===== src/rtl/rover_display_pkg.sv =====
// Glyph codes, segment fonts and the fault banner shared by the rover status display.
// Segment constants are gfedcba, active-high; polarity is applied only at the pins.
package rover_display_pkg;

  localparam logic [4:0] GLYPH_E     = 5'd14;
  localparam logic [4:0] GLYPH_BLANK = 5'd16;
  localparam logic [4:0] GLYPH_DASH  = 5'd17;
  localparam logic [4:0] GLYPH_L     = 5'd18;
  localparam logic [4:0] GLYPH_R     = 5'd19;
  localparam logic [4:0] GLYPH_O     = 5'd20;
  localparam logic [4:0] GLYPH_U     = 5'd21;
  localparam logic [4:0] GLYPH_P     = 5'd22;
  localparam logic [4:0] GLYPH_H     = 5'd23;

  localparam logic [6:0] SEG_BLANK = 7'h00;
  localparam logic [6:0] SEG_DASH  = 7'h40;
  localparam logic [6:0] SEG_L     = 7'h38;
  localparam logic [6:0] SEG_R     = 7'h50;
  localparam logic [6:0] SEG_O     = 7'h5C;
  localparam logic [6:0] SEG_U     = 7'h1C;
  localparam logic [6:0] SEG_P     = 7'h73;
  localparam logic [6:0] SEG_H     = 7'h76;

  // Element n is the font for hex digit n (F listed first, so it lands at index 15).
  localparam logic [15:0][6:0] HEX_FONT = {
    7'h71, 7'h79, 7'h5E, 7'h39, 7'h7C, 7'h77, 7'h6F, 7'h7F,
    7'h07, 7'h7D, 7'h6D, 7'h66, 7'h4F, 7'h5B, 7'h06, 7'h3F
  };

  // "OvEr" banner: FAULT_MSG[d] is the code shown on digit d.
  localparam logic [3:0][4:0] FAULT_MSG = {GLYPH_O, GLYPH_U, GLYPH_E, GLYPH_R};

endpackage


===== src/rtl/rover_glyph_decode.sv =====
// Combinational 5-bit glyph code to gfedcba segment pattern (active-high).
// Codes outside the hex range and the letter set decode to blank.
module rover_glyph_decode
  import rover_display_pkg::*;
(
  input  logic [4:0] code_i,
  output logic [6:0] seg_o
);

  always_comb begin
    seg_o = SEG_BLANK;
    if (code_i < 5'd16) begin
      seg_o = HEX_FONT[code_i[3:0]];
    end else begin
      case (code_i)
        GLYPH_DASH: seg_o = SEG_DASH;
        GLYPH_L:    seg_o = SEG_L;
        GLYPH_R:    seg_o = SEG_R;
        GLYPH_O:    seg_o = SEG_O;
        GLYPH_U:    seg_o = SEG_U;
        GLYPH_P:    seg_o = SEG_P;
        GLYPH_H:    seg_o = SEG_H;
        default:    seg_o = SEG_BLANK;
      endcase
    end
  end

endmodule


===== src/rtl/rover_seg_display_mux.sv =====
// N-digit multiplexed 7-segment driver: double-buffered glyphs, dead time, blink, fault banner.
// Pins are registered one cycle behind the slot counters; no backpressure, loads are always accepted.
module rover_seg_display_mux
  import rover_display_pkg::*;
#(
  parameter int NUM_DIGITS     = 4,
  parameter int REFRESH_DIV    = 65536,
  parameter int DEAD_CYCLES    = 64,
  parameter int BLINK_FRAMES   = 32,
  parameter bit SEG_ACTIVE_LOW = 1'b1,
  parameter bit DIG_ACTIVE_LOW = 1'b1
) (
  input  logic                      clk_i,
  input  logic                      rst_ni,
  input  logic                      load_i,
  input  logic [5*NUM_DIGITS-1:0]   glyph_i,
  input  logic [NUM_DIGITS-1:0]     dp_i,
  input  logic [NUM_DIGITS-1:0]     blink_i,
  input  logic                      fault_i,
  input  logic                      fault_clr_i,
  output logic [7:0]                seg_o,
  output logic [NUM_DIGITS-1:0]     dig_o,
  output logic                      frame_done_o,
  output logic                      load_pending_o,
  output logic                      fault_active_o
);

  localparam int PW = $clog2(REFRESH_DIV);
  localparam int IW = $clog2(NUM_DIGITS);
  localparam int FW = $clog2(BLINK_FRAMES + 1);

  localparam logic [PW-1:0] PRESC_LAST = PW'(REFRESH_DIV - 1);
  localparam logic [PW-1:0] DEAD_END   = PW'(DEAD_CYCLES);
  localparam logic [IW-1:0] IDX_LAST   = IW'(NUM_DIGITS - 1);
  localparam logic [FW-1:0] FRM_LAST   = FW'(BLINK_FRAMES - 1);

  localparam logic [7:0]            SEG_OFF = SEG_ACTIVE_LOW ? 8'hFF : 8'h00;
  localparam logic [NUM_DIGITS-1:0] DIG_OFF = DIG_ACTIVE_LOW ? '1 : '0;

  typedef logic [NUM_DIGITS-1:0][4:0] glyphs_t;

  logic [PW-1:0]         presc_q, presc_d;
  logic [IW-1:0]         idx_q, idx_d;
  logic [FW-1:0]         frm_q, frm_d;
  logic                  phase_q, phase_d;
  glyphs_t               act_glyph_q, act_glyph_d, stg_glyph_q, stg_glyph_d;
  logic [NUM_DIGITS-1:0] act_dp_q, act_dp_d, stg_dp_q, stg_dp_d;
  logic [NUM_DIGITS-1:0] act_blink_q, act_blink_d, stg_blink_q, stg_blink_d;
  logic                  pend_q, pend_d;
  logic                  fault_q, fault_d;
  logic                  frame_done_q, frame_done_d;
  logic [7:0]            seg_q, seg_d;
  logic [NUM_DIGITS-1:0] dig_q, dig_d;

  logic                  slot_end, wrap;
  logic [2:0]            idx_ext;
  logic [4:0]            cur_code;
  logic                  cur_dp, cur_blink, digit_off;
  logic [6:0]            cur_font;
  logic [7:0]            seg_raw;
  logic [NUM_DIGITS-1:0] dig_raw;

  assign slot_end = (presc_q == PRESC_LAST);
  assign wrap     = slot_end && (idx_q == IDX_LAST);

  always_comb begin
    presc_d      = slot_end ? '0 : presc_q + 1'b1;
    idx_d        = idx_q;
    frm_d        = frm_q;
    phase_d      = phase_q;
    act_glyph_d  = act_glyph_q;
    act_dp_d     = act_dp_q;
    act_blink_d  = act_blink_q;
    stg_glyph_d  = stg_glyph_q;
    stg_dp_d     = stg_dp_q;
    stg_blink_d  = stg_blink_q;
    pend_d       = pend_q;
    fault_d      = fault_q;
    frame_done_d = wrap;

    if (slot_end) begin
      idx_d = (idx_q == IDX_LAST) ? '0 : idx_q + 1'b1;
    end
    if (wrap) begin
      if (frm_q == FRM_LAST) begin
        frm_d   = '0;
        phase_d = ~phase_q;
      end else begin
        frm_d = frm_q + 1'b1;
      end
    end

    // Swap only at the frame boundary so a digit never shows half an update.
    if (wrap && pend_q) begin
      act_glyph_d = stg_glyph_q;
      act_dp_d    = stg_dp_q;
      act_blink_d = stg_blink_q;
      pend_d      = 1'b0;
    end
    if (load_i) begin
      stg_glyph_d = glyph_i;
      stg_dp_d    = dp_i;
      stg_blink_d = blink_i;
      pend_d      = 1'b1;
    end

    if (fault_i) begin
      fault_d = 1'b1;
    end else if (fault_clr_i) begin
      fault_d = 1'b0;
    end
  end

  always_comb begin
    idx_ext = 3'(idx_q);
    if (fault_q) begin
      cur_code  = (idx_ext < 3'd4) ? FAULT_MSG[idx_ext[1:0]] : GLYPH_BLANK;
      cur_dp    = 1'b0;
      cur_blink = 1'b1;
    end else begin
      cur_code  = act_glyph_q[idx_q];
      cur_dp    = act_dp_q[idx_q];
      cur_blink = act_blink_q[idx_q];
    end
  end

  rover_glyph_decode u_decode (
    .code_i (cur_code),
    .seg_o  (cur_font)
  );

  always_comb begin
    digit_off = (presc_q < DEAD_END) || (phase_q && cur_blink);
    seg_raw   = digit_off ? 8'h00 : {cur_dp, cur_font};
    dig_raw   = digit_off ? '0 : (NUM_DIGITS'(1) << idx_q);
    seg_d     = SEG_ACTIVE_LOW ? ~seg_raw : seg_raw;
    dig_d     = DIG_ACTIVE_LOW ? ~dig_raw : dig_raw;
  end

  always_ff @(posedge clk_i or negedge rst_ni) begin
    if (!rst_ni) begin
      presc_q      <= '0;
      idx_q        <= '0;
      frm_q        <= '0;
      phase_q      <= 1'b0;
      act_glyph_q  <= {NUM_DIGITS{GLYPH_BLANK}};
      act_dp_q     <= '0;
      act_blink_q  <= '0;
      stg_glyph_q  <= {NUM_DIGITS{GLYPH_BLANK}};
      stg_dp_q     <= '0;
      stg_blink_q  <= '0;
      pend_q       <= 1'b0;
      fault_q      <= 1'b0;
      frame_done_q <= 1'b0;
      seg_q        <= SEG_OFF;
      dig_q        <= DIG_OFF;
    end else begin
      presc_q      <= presc_d;
      idx_q        <= idx_d;
      frm_q        <= frm_d;
      phase_q      <= phase_d;
      act_glyph_q  <= act_glyph_d;
      act_dp_q     <= act_dp_d;
      act_blink_q  <= act_blink_d;
      stg_glyph_q  <= stg_glyph_d;
      stg_dp_q     <= stg_dp_d;
      stg_blink_q  <= stg_blink_d;
      pend_q       <= pend_d;
      fault_q      <= fault_d;
      frame_done_q <= frame_done_d;
      seg_q        <= seg_d;
      dig_q        <= dig_d;
    end
  end

  assign seg_o          = seg_q;
  assign dig_o          = dig_q;
  assign frame_done_o   = frame_done_q;
  assign load_pending_o = pend_q;
  assign fault_active_o = fault_q;

endmodule


===== config.mk =====
export PLATFORM = sky130hd
export DESIGN_NAME = rover_seg_display_mux
export DESIGN_NICKNAME = d
export VERILOG_FILES = /design/src/rtl/rover_display_pkg.sv /design/src/rtl/rover_glyph_decode.sv /design/src/rtl/rover_seg_display_mux.sv
export SDC_FILE = /design/constraint.sdc
export NUM_CORES = 1
export LEC_CHECK = 0
export BUFFER_PORTS_ARGS = -buffer_cell sky130_fd_sc_hd__buf_2
export CORE_MARGIN = 4
export CORE_UTILIZATION = 63
export CTS_BUF_LIST = sky130_fd_sc_hd__clkbuf_4 sky130_fd_sc_hd__clkbuf_8 sky130_fd_sc_hd__clkbuf_16
export DETAILED_ROUTE_END_ITERATION = 6
export PLACE_DENSITY = 0.87
export SYNTH_ARGS = -nofsm -noshare
export SYNTH_HDL_FRONTEND = slang
export SYNTH_SLANG_ARGS = --single-unit

===== constraint.sdc =====
create_clock -name clk_i -period 4.6 [get_ports clk_i]
set_clock_uncertainty 0.05 [all_clocks]
set_input_delay 1.38 -clock clk_i [delete_from_list [all_inputs] [get_ports clk_i]]
set_output_delay 1.38 -clock clk_i [all_outputs]
set_load 0.02 [all_outputs]

==> out/metrics.cfg <==
[timing]
tightest_slew_ns = 1.03
layout_min_cycle_time_ns = 2.99
max_freq_mhz = 335
period_share_pct = 65.0
final_max_slew_viol_count = 0
grt_setup_unrepaired = no
worst_slack_ns = 1.61
setup_viol = 0
hold_violations = 0
max_slew_margin_pct = 31.0
setup_tns_ns = 0

[logic_synthesis]
synth_warnings = 0
synth-edff-count = 0
yosys_register_bits = 96
netlist_area_mm2 = 0.00456
ys_types = 60
avgSynthCellArea_um2 = 13.1
seq_area_frac_synth_pct = 53.2
async_flop_share_pct = 100
synth_fp_nets = 396
ys.flop_type = dfrtp_1
netlist_instances = 348

[clocking]
clock_latency_ns = 0.36
cts.sinks = 96
cts-root-buf = clkbuf_8
htree_levels = 3
cts_setup_buffers = 0
cts_tree = done
path_clk_slew_ns = 0.10
cts_hold_buf = 0
cts.path.max_buffers = 2
cts_resized = 0
cts_buffers = 9

[power_and_ir_drop]
p_int_uw = 1180
seq_power_share_pct = 56.9
power_density_mw_per_mm2 = 310
pwr-share-clk_pct = 36.2
power.leakage_uw = 0.00232
ir_drop_uv = 210
pwr-share-comb_pct = 6.9
p_switching_uw = 378
p_sw_share_pct = 24.2

[die]
die_y_um = 93.1
dieWidth_um = 93.1
die_area_mm2 = 0.00867
start_util_pct = 66.1
core_mm2 = 0.00691
io_pins = 48
rows = 30

[setup_path]
cp_max_fo = 13
crit_family = compound AO/OA/AOI/OAI gates
cp_num_buf_inv = 2
path_class = flip-flop to flip-flop
critPathLaunchType = flip-flop
max_stage_delay_ns = 0.73
slowest_stage = o31ai_1
critPathArrivalTime_ns = 3.18
worstPathRequired_ns = 4.79
crit_chain = inv_1 -> o31ai_1 -> inv_1 -> ha_1 -> nor2_1 -> a2111oi_0 -> o31ai_1
end_kind = flip-flop

[cells_and_area]
antenna_cells = 0
fin_nets = 440
drive_gt1_share_pct = 40.6
multi_input_area_mm2 = 0.00201
syn_to_final_growth_pct = 10.4
register_area_mm2 = 0.00243
fillers = 490

[global_routing]
gr-total-overflow = 0
antenna_found_initial = 0
grt_util_all_layers_pct = 21.6
grt_first_pass_wirelength_um = 14500
grt_pass1_vias = 2990
grt_start_max_net_pins = 55

[detailed_routing]
antenna_left = 0
vias = 2891
drt_iter0_drc = 197
wire_per_inst_um = 17.4
wl_um = 8560
avgViaCountPerCell = 5.86
drcViolationCount = 0
dr.pass1.iters = 5

[outcome]
status = finished clean

[placement]
port_buffers = 47
post-place-ws_ns = 1.63
post-dp-hpwl_um = 6010
place.gp.congestion = 0.890

[run]
maxCapViolCount = 0

[worst_hold_path]
hold_class = flip-flop to flip-flop

-- cell usage in the layout, fill, tap and decap left out, types with 9 or more instances in the layout --
cell	n
ha_1	15
nand2_1	20
mux2_4	20
mux2_2	41
nand3_1	13
buf_2	46
clkbuf_8	9
nor2_1	17
dfstp_2	20
dfrtp_1	76
-- area by class of cell --
| class | instances | area share [%] |
|---|---|---|
| sequential | 96 | 48.2 |
| multi-input combinational | 229 | 39.9 |
| timing repair buffer | 49 | 5.01 |
| clock buffer | 10 | 2.61 |
| tap | 96 | 2.38 |
| clock inverter | 6 | 1.37 |
| inverter | 7 | 0.521 |
-- power groups by stage --
stage	combinational, µW	clock, µW	sequential (µW)
5_1_grt	120	618	893
2_1_floorplan	65.4	0	898
3_3_place_gp	101	0	903
6_report	108	566	889
3_5_place_dp	107	0	905
4_1_cts	108	568	889
-- layer usage --
| layer | track usage, % | up-vias | routed length, µm |
|---|---|---|---|
| met2 | 34.4 | 119 | 4270 |
| met1 | 28.4 | 1412 | 3620 |
| met5 | 0 | - | 0 |
| met4 | 7.94 | 0 | 125 |
| met3 | 5.87 | 16 | 537 |
| li1 | - | 1344 | - |
-- metrics by stage --
step / hold slack (ns) / power [µW] / util, % / instance area (µm²) / cells
final: 0.434 / 1560 / 73.0 / 5040 / 493
after global routing: 0.442 / 1630 / 73.0 / 5040 / 493
after CTS: 0.437 / 1570 / 73.0 / 5040 / 493
after detailed placement: 0.423 / 1010 / 70.1 / 4840 / 477
after global placement: 0.405 / 1000 / 70.1 / 4840 / 477
after floorplan: 0.389 / 963 / - / 4560 / 348
-- final timing paths --
| check | start | to | slack (ns) | cells after the start |
|---|---|---|---|---|
| setup / recovery | idx_q[1] | seg_o[3] | 1.61 | 7 |
| hold / removal | phase_q | phase_q | 0.43 | 1 |
| hold reg to reg | phase_q | phase_q | 0.43 | 1 |
| min in group asynchronous | rst_ni | presc_q[4] | 0.98 | 1 |
| setup reg to reg | idx_q[1] | seg_o[3] | 1.61 | 7 |
| max in group asynchronous | rst_ni | stg_glyph_q[4] | 2.73 | 2 |
-- registers in the layout, summed over array words and instances, names as in the netlist --
name and count:
act_blink_q 4, act_dp_q 4, act_glyph_q 20, dig_o 4, fault_active_o 1, frame_done_o 1
frm_q 6, idx_q 2, load_pending_o 1, phase_q 1, presc_q 16, seg_o 8
stg_blink_q 4, stg_dp_q 4, stg_glyph_q 20
-- cells in the mapped netlist (all sizes together) (3+ instances only) --
cell type,count,share of area (%)
and4,3,0.63
mux2i,8,1.8
nor2,18,1.5
mux2,62,17
nor3,5,0.55
nand2,21,1.9
a21oi,5,0.55
nand3,15,2.0
inv,7,0.58
buf,8,1.5
nand2b,3,0.41
a22oi,4,0.77
nand4,5,0.69
dfstp,20,12
clkbuf,8,0.66
dfrtp,76,42
xor2,8,1.5
xnor2,8,1.5
o21ai,8,0.96
and3,4,0.55
ha,15,4.1
nor4,4,0.88
mux4,3,1.5
nor2b,3,0.41
-- kinds of logic (layout without fill, tap and decap cells) --
family                     count (synthesis)  in the layout  synth area share (%)
DFF                                       96             96                  53.2
adders and majority gates                 15             15                  4.11
xor gates and xnor gates                  16             16                  3.07
muxes                                     73             73                  20.2
AOI/OAI and AO/OA                         37             37                  6.11
and+or+nand+nor                           88             88                  10.6
buffers and inverters                     23             72                  2.69
No activity file was read; power rests on OpenSTA's default activity.
